--- config.mk ---
export PLATFORM = sky130hd
export DESIGN_NAME = bidir_pad_ctrl
export DESIGN_NICKNAME = d
export VERILOG_FILES = /design/src/rtl/bidir_pad_ctrl.sv
export SDC_FILE = /design/constraint.sdc
export NUM_CORES = 1
export LEC_CHECK = 0
export BUFFER_PORTS_ARGS = -buffer_cell sky130_fd_sc_hd__buf_4
export CELL_PAD_IN_SITES_DETAIL_PLACEMENT = 1
export CELL_PAD_IN_SITES_GLOBAL_PLACEMENT = 1
export CORE_MARGIN = 10
export CORE_UTILIZATION = 46
export DETAILED_ROUTE_END_ITERATION = 6
export HOLD_SLACK_MARGIN = 0.05
export PLACE_DENSITY = 0.9
export SYNTH_ARGS = -nofsm -noshare
export SYNTH_HDL_FRONTEND = slang
export SYNTH_SLANG_ARGS = --single-unit
--- constraint.sdc ---
create_clock -name IQC -period 4.3 [get_ports IQC]
set_clock_uncertainty 0.2 [all_clocks]
set_input_delay 0.215 -clock IQC [delete_from_list [all_inputs] [get_ports IQC]]
set_output_delay 0.215 -clock IQC [all_outputs]
set_load 0.05 [all_outputs]
--- src/rtl/bidir_pad_ctrl.sv ---
// bidir_pad_ctrl: half-duplex sequencer for one BIDIR cell in INOUT mode.
// It shares the pad between a TX and an RX requester using round-robin
// arbitration. TX words are serialised MSB first and RX words are
// deserialised MSB first. Guard cycles at each turnaround keep IE and INEN
// from ever being high together.
//
// Ports:
//   IQC, IQR          clock, asynchronous active-high reset
//   tx_valid/tx_data  TX word offer; tx_ready (combinational) marks the accept
//   rx_start          one-cycle request to receive a word
//   rx_valid/rx_data  registered one-cycle pulse with the received word
//   busy              sequencer is not idle
//   IE, OQI, INEN     pad output enable, output data and input enable
//   IZ                pad input data
module bidir_pad_ctrl #(
    parameter int unsigned WIDTH        = 8,
    parameter int unsigned GUARD_CYCLES = 2
) (
    input  logic             IQC,
    input  logic             IQR,
    input  logic             tx_valid,
    input  logic [WIDTH-1:0] tx_data,
    output logic             tx_ready,
    input  logic             rx_start,
    output logic             rx_valid,
    output logic [WIDTH-1:0] rx_data,
    output logic             busy,
    output logic             IE,
    output logic             OQI,
    output logic             INEN,
    input  logic             IZ
);

    localparam int unsigned CNT_W = 5;
    localparam bit HAS_GUARD = (GUARD_CYCLES != 0);
    localparam logic [CNT_W-1:0] SHIFT_LOAD = CNT_W'(WIDTH - 1);
    localparam logic [CNT_W-1:0] GUARD_LOAD =
        (GUARD_CYCLES == 0) ? '0 : CNT_W'(GUARD_CYCLES - 1);

    typedef enum logic [2:0] {
        S_IDLE,
        S_TX_SHIFT,
        S_TX_GUARD,
        S_RX_SETTLE,
        S_RX_SHIFT
    } state_t;

    state_t             state_q, state_d;
    logic [CNT_W-1:0]   cnt_q, cnt_d;
    logic [WIDTH-1:0]   sreg_q, sreg_d;
    logic               last_rx_q, last_rx_d;
    logic               ie_q, ie_d;
    logic               oqi_q, oqi_d;
    logic               inen_q, inen_d;
    logic               rx_valid_q, rx_valid_d;
    logic [WIDTH-1:0]   rx_data_q, rx_data_d;

    logic               grant_tx_c;
    logic               grant_rx_c;
    logic [WIDTH-1:0]   rx_shift_c;

    // Round-robin: a tie goes to whichever side did not win last time.
    assign grant_tx_c = (state_q == S_IDLE) && tx_valid && (!rx_start || last_rx_q);
    assign grant_rx_c = (state_q == S_IDLE) && rx_start && !grant_tx_c;

    // Shift the pad bit in at the LSB.
    assign rx_shift_c = WIDTH'({sreg_q, IZ});

    // Next-state and registered pad controls.
    always_comb begin
        state_d    = state_q;
        cnt_d      = cnt_q;
        sreg_d     = sreg_q;
        last_rx_d  = last_rx_q;
        ie_d       = 1'b0;
        oqi_d      = 1'b0;
        inen_d     = 1'b0;
        rx_valid_d = 1'b0;
        rx_data_d  = rx_data_q;

        case (state_q)
            S_IDLE: begin
                if (grant_tx_c) begin
                    // MSB goes straight to the pad; the remainder waits in sreg.
                    state_d   = S_TX_SHIFT;
                    cnt_d     = SHIFT_LOAD;
                    sreg_d    = tx_data << 1;
                    ie_d      = 1'b1;
                    oqi_d     = tx_data[WIDTH-1];
                    last_rx_d = 1'b0;
                end else if (grant_rx_c) begin
                    last_rx_d = 1'b1;
                    inen_d    = 1'b1;
                    if (HAS_GUARD) begin
                        state_d = S_RX_SETTLE;
                        cnt_d   = GUARD_LOAD;
                    end else begin
                        state_d = S_RX_SHIFT;
                        cnt_d   = SHIFT_LOAD;
                    end
                end
            end

            S_TX_SHIFT: begin
                if (cnt_q == '0) begin
                    // Last bit has been on the pad for a full cycle; release it.
                    if (HAS_GUARD) begin
                        state_d = S_TX_GUARD;
                        cnt_d   = GUARD_LOAD;
                    end else begin
                        state_d = S_IDLE;
                    end
                end else begin
                    cnt_d  = cnt_q - 1'b1;
                    ie_d   = 1'b1;
                    oqi_d  = sreg_q[WIDTH-1];
                    sreg_d = sreg_q << 1;
                end
            end

            S_TX_GUARD: begin
                if (cnt_q == '0) begin
                    state_d = S_IDLE;
                end else begin
                    cnt_d = cnt_q - 1'b1;
                end
            end

            S_RX_SETTLE: begin
                inen_d = 1'b1;
                if (cnt_q == '0) begin
                    state_d = S_RX_SHIFT;
                    cnt_d   = SHIFT_LOAD;
                end else begin
                    cnt_d = cnt_q - 1'b1;
                end
            end

            S_RX_SHIFT: begin
                sreg_d = rx_shift_c;
                if (cnt_q == '0) begin
                    state_d    = S_IDLE;
                    rx_data_d  = rx_shift_c;
                    rx_valid_d = 1'b1;
                end else begin
                    cnt_d  = cnt_q - 1'b1;
                    inen_d = 1'b1;
                end
            end

            default: begin
                state_d = S_IDLE;
            end
        endcase
    end

    // State and output registers.
    always_ff @(posedge IQC or posedge IQR) begin
        if (IQR) begin
            state_q    <= S_IDLE;
            cnt_q      <= '0;
            sreg_q     <= '0;
            last_rx_q  <= 1'b1;
            ie_q       <= 1'b0;
            oqi_q      <= 1'b0;
            inen_q     <= 1'b0;
            rx_valid_q <= 1'b0;
            rx_data_q  <= '0;
        end else begin
            state_q    <= state_d;
            cnt_q      <= cnt_d;
            sreg_q     <= sreg_d;
            last_rx_q  <= last_rx_d;
            ie_q       <= ie_d;
            oqi_q      <= oqi_d;
            inen_q     <= inen_d;
            rx_valid_q <= rx_valid_d;
            rx_data_q  <= rx_data_d;
        end
    end

    assign tx_ready = grant_tx_c;
    assign busy     = (state_q != S_IDLE);
    assign IE       = ie_q;
    assign OQI      = oqi_q;
    assign INEN     = inen_q;
    assign rx_valid = rx_valid_q;
    assign rx_data  = rx_data_q;

endmodule

==> impl_results.rst <==
.. list-table::
   :header-rows: 1

   * - Metric
     - Value
   * - Status
     - finished clean
   * - Synth Area in Compound Gates
     - 0.1481
   * - RePlAce Congestion
     - roughly 0.87
   * - Post-synth EDFFs
     - 0
   * - Maximum fanout along the worst path
     - 17
   * - Largest net degree at the start of global routing
     - 30
   * - Max H-tree Level
     - 2
   * - Min Hold Slack
     - around 54 ps
   * - Leak
     - around 0.8 nW
   * - Hold Fails Final Rpt
     - 0
   * - Fill cells
     - 340
   * - Actual transition at the worst max-transition pin
     - around 1100 ps
   * - Via density per instance
     - 5.485
   * - Unique cell type count in the Yosys netlist
     - just over 40
   * - Number of port buffers
     - 26
   * - Die footprint
     - about 5800 sq um
   * - Top library cells by usage in the layout, fill and taps aside
     - dfrtp_1, buf_4, mux2_2
   * - Post-synthesis share of cell area spent on full adders, half adders and majority gates
     - 0.008562
   * - Multiplexer area fraction after synthesis
     - 0.1764
   * - Clock buffers created by TritonCTS
     - 5
   * - Summed instance area of the synthesized netlist
     - 1461 sq um
   * - Gr usage total
     - 0.1470
   * - Endpoint type of the worst setup path
     - output port
   * - RSZ-0062 raised after global routing
     - false
   * - Synth Instances
     - between 100 and 150
   * - Async SR Flop Fraction
     - 1.000
   * - Arrival time worst endpoint
     - 2160 ps
   * - Sequential-to-total area share from yosys stat
     - 0.4974
   * - Starting DRC count in detailed routing
     - 64
   * - NumNets Final
     - ~180
   * - Total clock sinks
     - 29
   * - Pins Over Slew Limit
     - 0
   * - Die span in x
     - roughly 76 um
   * - Min Clock Period, post-route
     - 2574 ps
   * - Max-cap viol count
     - 0
   * - Top-level I/O count
     - 27
   * - Rows
     - 20
   * - Commonest non-fill, non-tap cell in the layout
     - dfrtp_1
   * - Fraction of final layout cells sized beyond drive strength 1
     - 0.3889
   * - CTS tree
     - done
   * - Warnings from Yosys
     - 0
   * - Worst reg-to-reg setup slack
     - approximately 1800 ps
   * - Number of buffers added for setup after CTS
     - 0
   * - Worst Path Class, Setup
     - flop to output port
   * - Skew-Pair Late Insertion Delay
     - ~340 ps
   * - Max_slew headroom
     - 0.2932
   * - Vias in the first global route
     - approximately 1300
   * - Cell taking the most area after synthesis
     - dfrtp_1
   * - Area share of the leading cell type in the synthesized netlist
     - 0.4795
   * - Die H
     - between 70 and 80 um
   * - Clock Path Buffers
     - 2
   * - R2R depth
     - 6
   * - Total via count in the routed design
     - about 1100
   * - Final period util
     - 0.5986
   * - Final WL
     - approximately 4.0 mm
   * - Area Growth Syn to Fin
     - 23.03%
   * - Most used DFF post-synth
     - dfrtp_1
   * - DR DRC count
     - 0
   * - Max IR drop VDD
     - between 400 and 500 uV
   * - Initial standard-cell utilization of the core
     - 0.4787
   * - Synthesized area per cell
     - between 10 and 15 sq um
   * - 1st-pass router iterations
     - 4
   * - Root Driver
     - clkbuf_4
   * - Largest cells by area after synthesis
     - dfrtp_1, mux2_2, inv_1
   * - Core area
     - 3053 sq um
   * - HPWL after detailed placement
     - 2.817 mm
   * - Highest achievable clock rate
     - a little under 400 MHz
   * - Simple-gate portion of the synthesized area
     - 0.1190
   * - Total gr overflow
     - 0
   * - FF+latch count, synth
     - 29
   * - Total negative slack for setup checks
     - 0 ps
   * - HP Class
     - input pin to flop
   * - Hold-critical path depth
     - 3
   * - Average wire length per cell after detail routing
     - 19.40 um
   * - Number of nets with antenna violations after detailed routing
     - 0
   * - Clock transition at the registers of the reported paths
     - 100 ps
   * - Number of endpoints failing setup at the final stage
     - 0
   * - Post-synth net total
     - approximately 140
   * - Kind of launch point of the worst setup path
     - flop
   * - Antenna cells
     - 0
   * - Dominant combinational cell family by area after synthesis
     - multiplexers
   * - Data required time of the critical path
     - 3880 ps
   * - Total power per unit cell area
     - around 760 nW/um^2
   * - Antenna violations before repair
     - 0
   * - First-pass GRT wire length
     - 6.969 mm
   * - Share of the synthesized netlist area taken by xor and xnor gates
     - 0
==> layout make-up <==
cell class	count	area [sq um]	share of cell area
clock buffer	7	55.05	0.03062
inverter	12	45.04	0.02505
multi-input combinational	82	660.6	0.3674
sequential	29	726.9	0.4043
tap	44	55.05	0.03062
timing repair buffer	32	255.2	0.1420
==> metal layers <==
layer,wire [um],GRT usage,share of wire,vias to the layer above
met2,2090,0.2474,0.52,27
met1,1557,0.1567,0.39,565
li1,-,-,-,523
met4,157,0.08178,0.039,0
met3,191,0.05189,0.048,15
met5,0,0,0,-
==> flip-flops by register name, summed over array words and instances (netlist names) <==
signal / cells
sreg_q: 8
state_q: 3
OQI: 1
cnt_q: 5
rx_valid: 1
INEN: 1
rx_data: 8
last_rx_q: 1
IE: 1
==> Yosys cell counts (all sizes together), types with 2 or more instances <==
cell,number
dfrtp,28
mux2,22
inv,12
o21ai,8
nand2,7
a21oi,6
nor2,5
nand2b,4
a31oi,3
buf,3
nor3,3
clkbuf,2
nor3b,2
o2bb2ai,2
o31ai,2
==> stage by stage <==
stage | total power, mW | utilization | setup slack (ps) | area [sq um] | cells
2_1_floorplan | 0.9973 | - | 2164 | 1461 | 128
3_3_place_gp | 1.130 | 0.5512 | 2046 | 1683 | 193
3_5_place_dp | 1.178 | 0.5512 | 1919 | 1683 | 193
4_1_cts | 1.363 | 0.5889 | 1761 | 1798 | 206
5_1_grt | 1.459 | 0.5889 | 1620 | 1798 | 206
6_report | 1.358 | 0.5889 | 1726 | 1798 | 206
==> cells by family (layout without fill, tap and decap cells) <==
kind of cell	Yosys count	after routing
buf+inv	17	51
compound gates	29	29
fa+ha+maj	1	1
flops	29	29
simple gates	29	29
mux	23	23
==> critical path: stages (launching register included) <==
cell and delay (ps):
dfrtp_1 610, nor3_2 400, nand3_1 270, inv_1 280
buf_4 250
==> what timing repair did <==
item / in CTS / in global routing
endpoints found under the hold margin: 34 / 0
hold buffers: 6 / 0
resized for setup: 0 / 0
==> power breakdown <==
part           total, mW  internal, mW  leakage, nW  switching [mW]
Combinational      0.691         0.295        0.419           0.396
Clock              0.169        0.0770       0.0314          0.0915
Sequential         0.498         0.379        0.351           0.119
==> final timing paths <==
kind | to | startpoint
worst max-delay path | tx_ready | state_q[1]
worst max register to register | cnt_q[1] | cnt_q[0]
worst min-delay path | sreg_q[2] | tx_data[1]
min in group asynchronous | cnt_q[0] | IQR
worst min register to register | rx_data[1] | rx_data[1]
max in group asynchronous | rx_data[3] | IQR
Power figures use the tool's default switching activity.
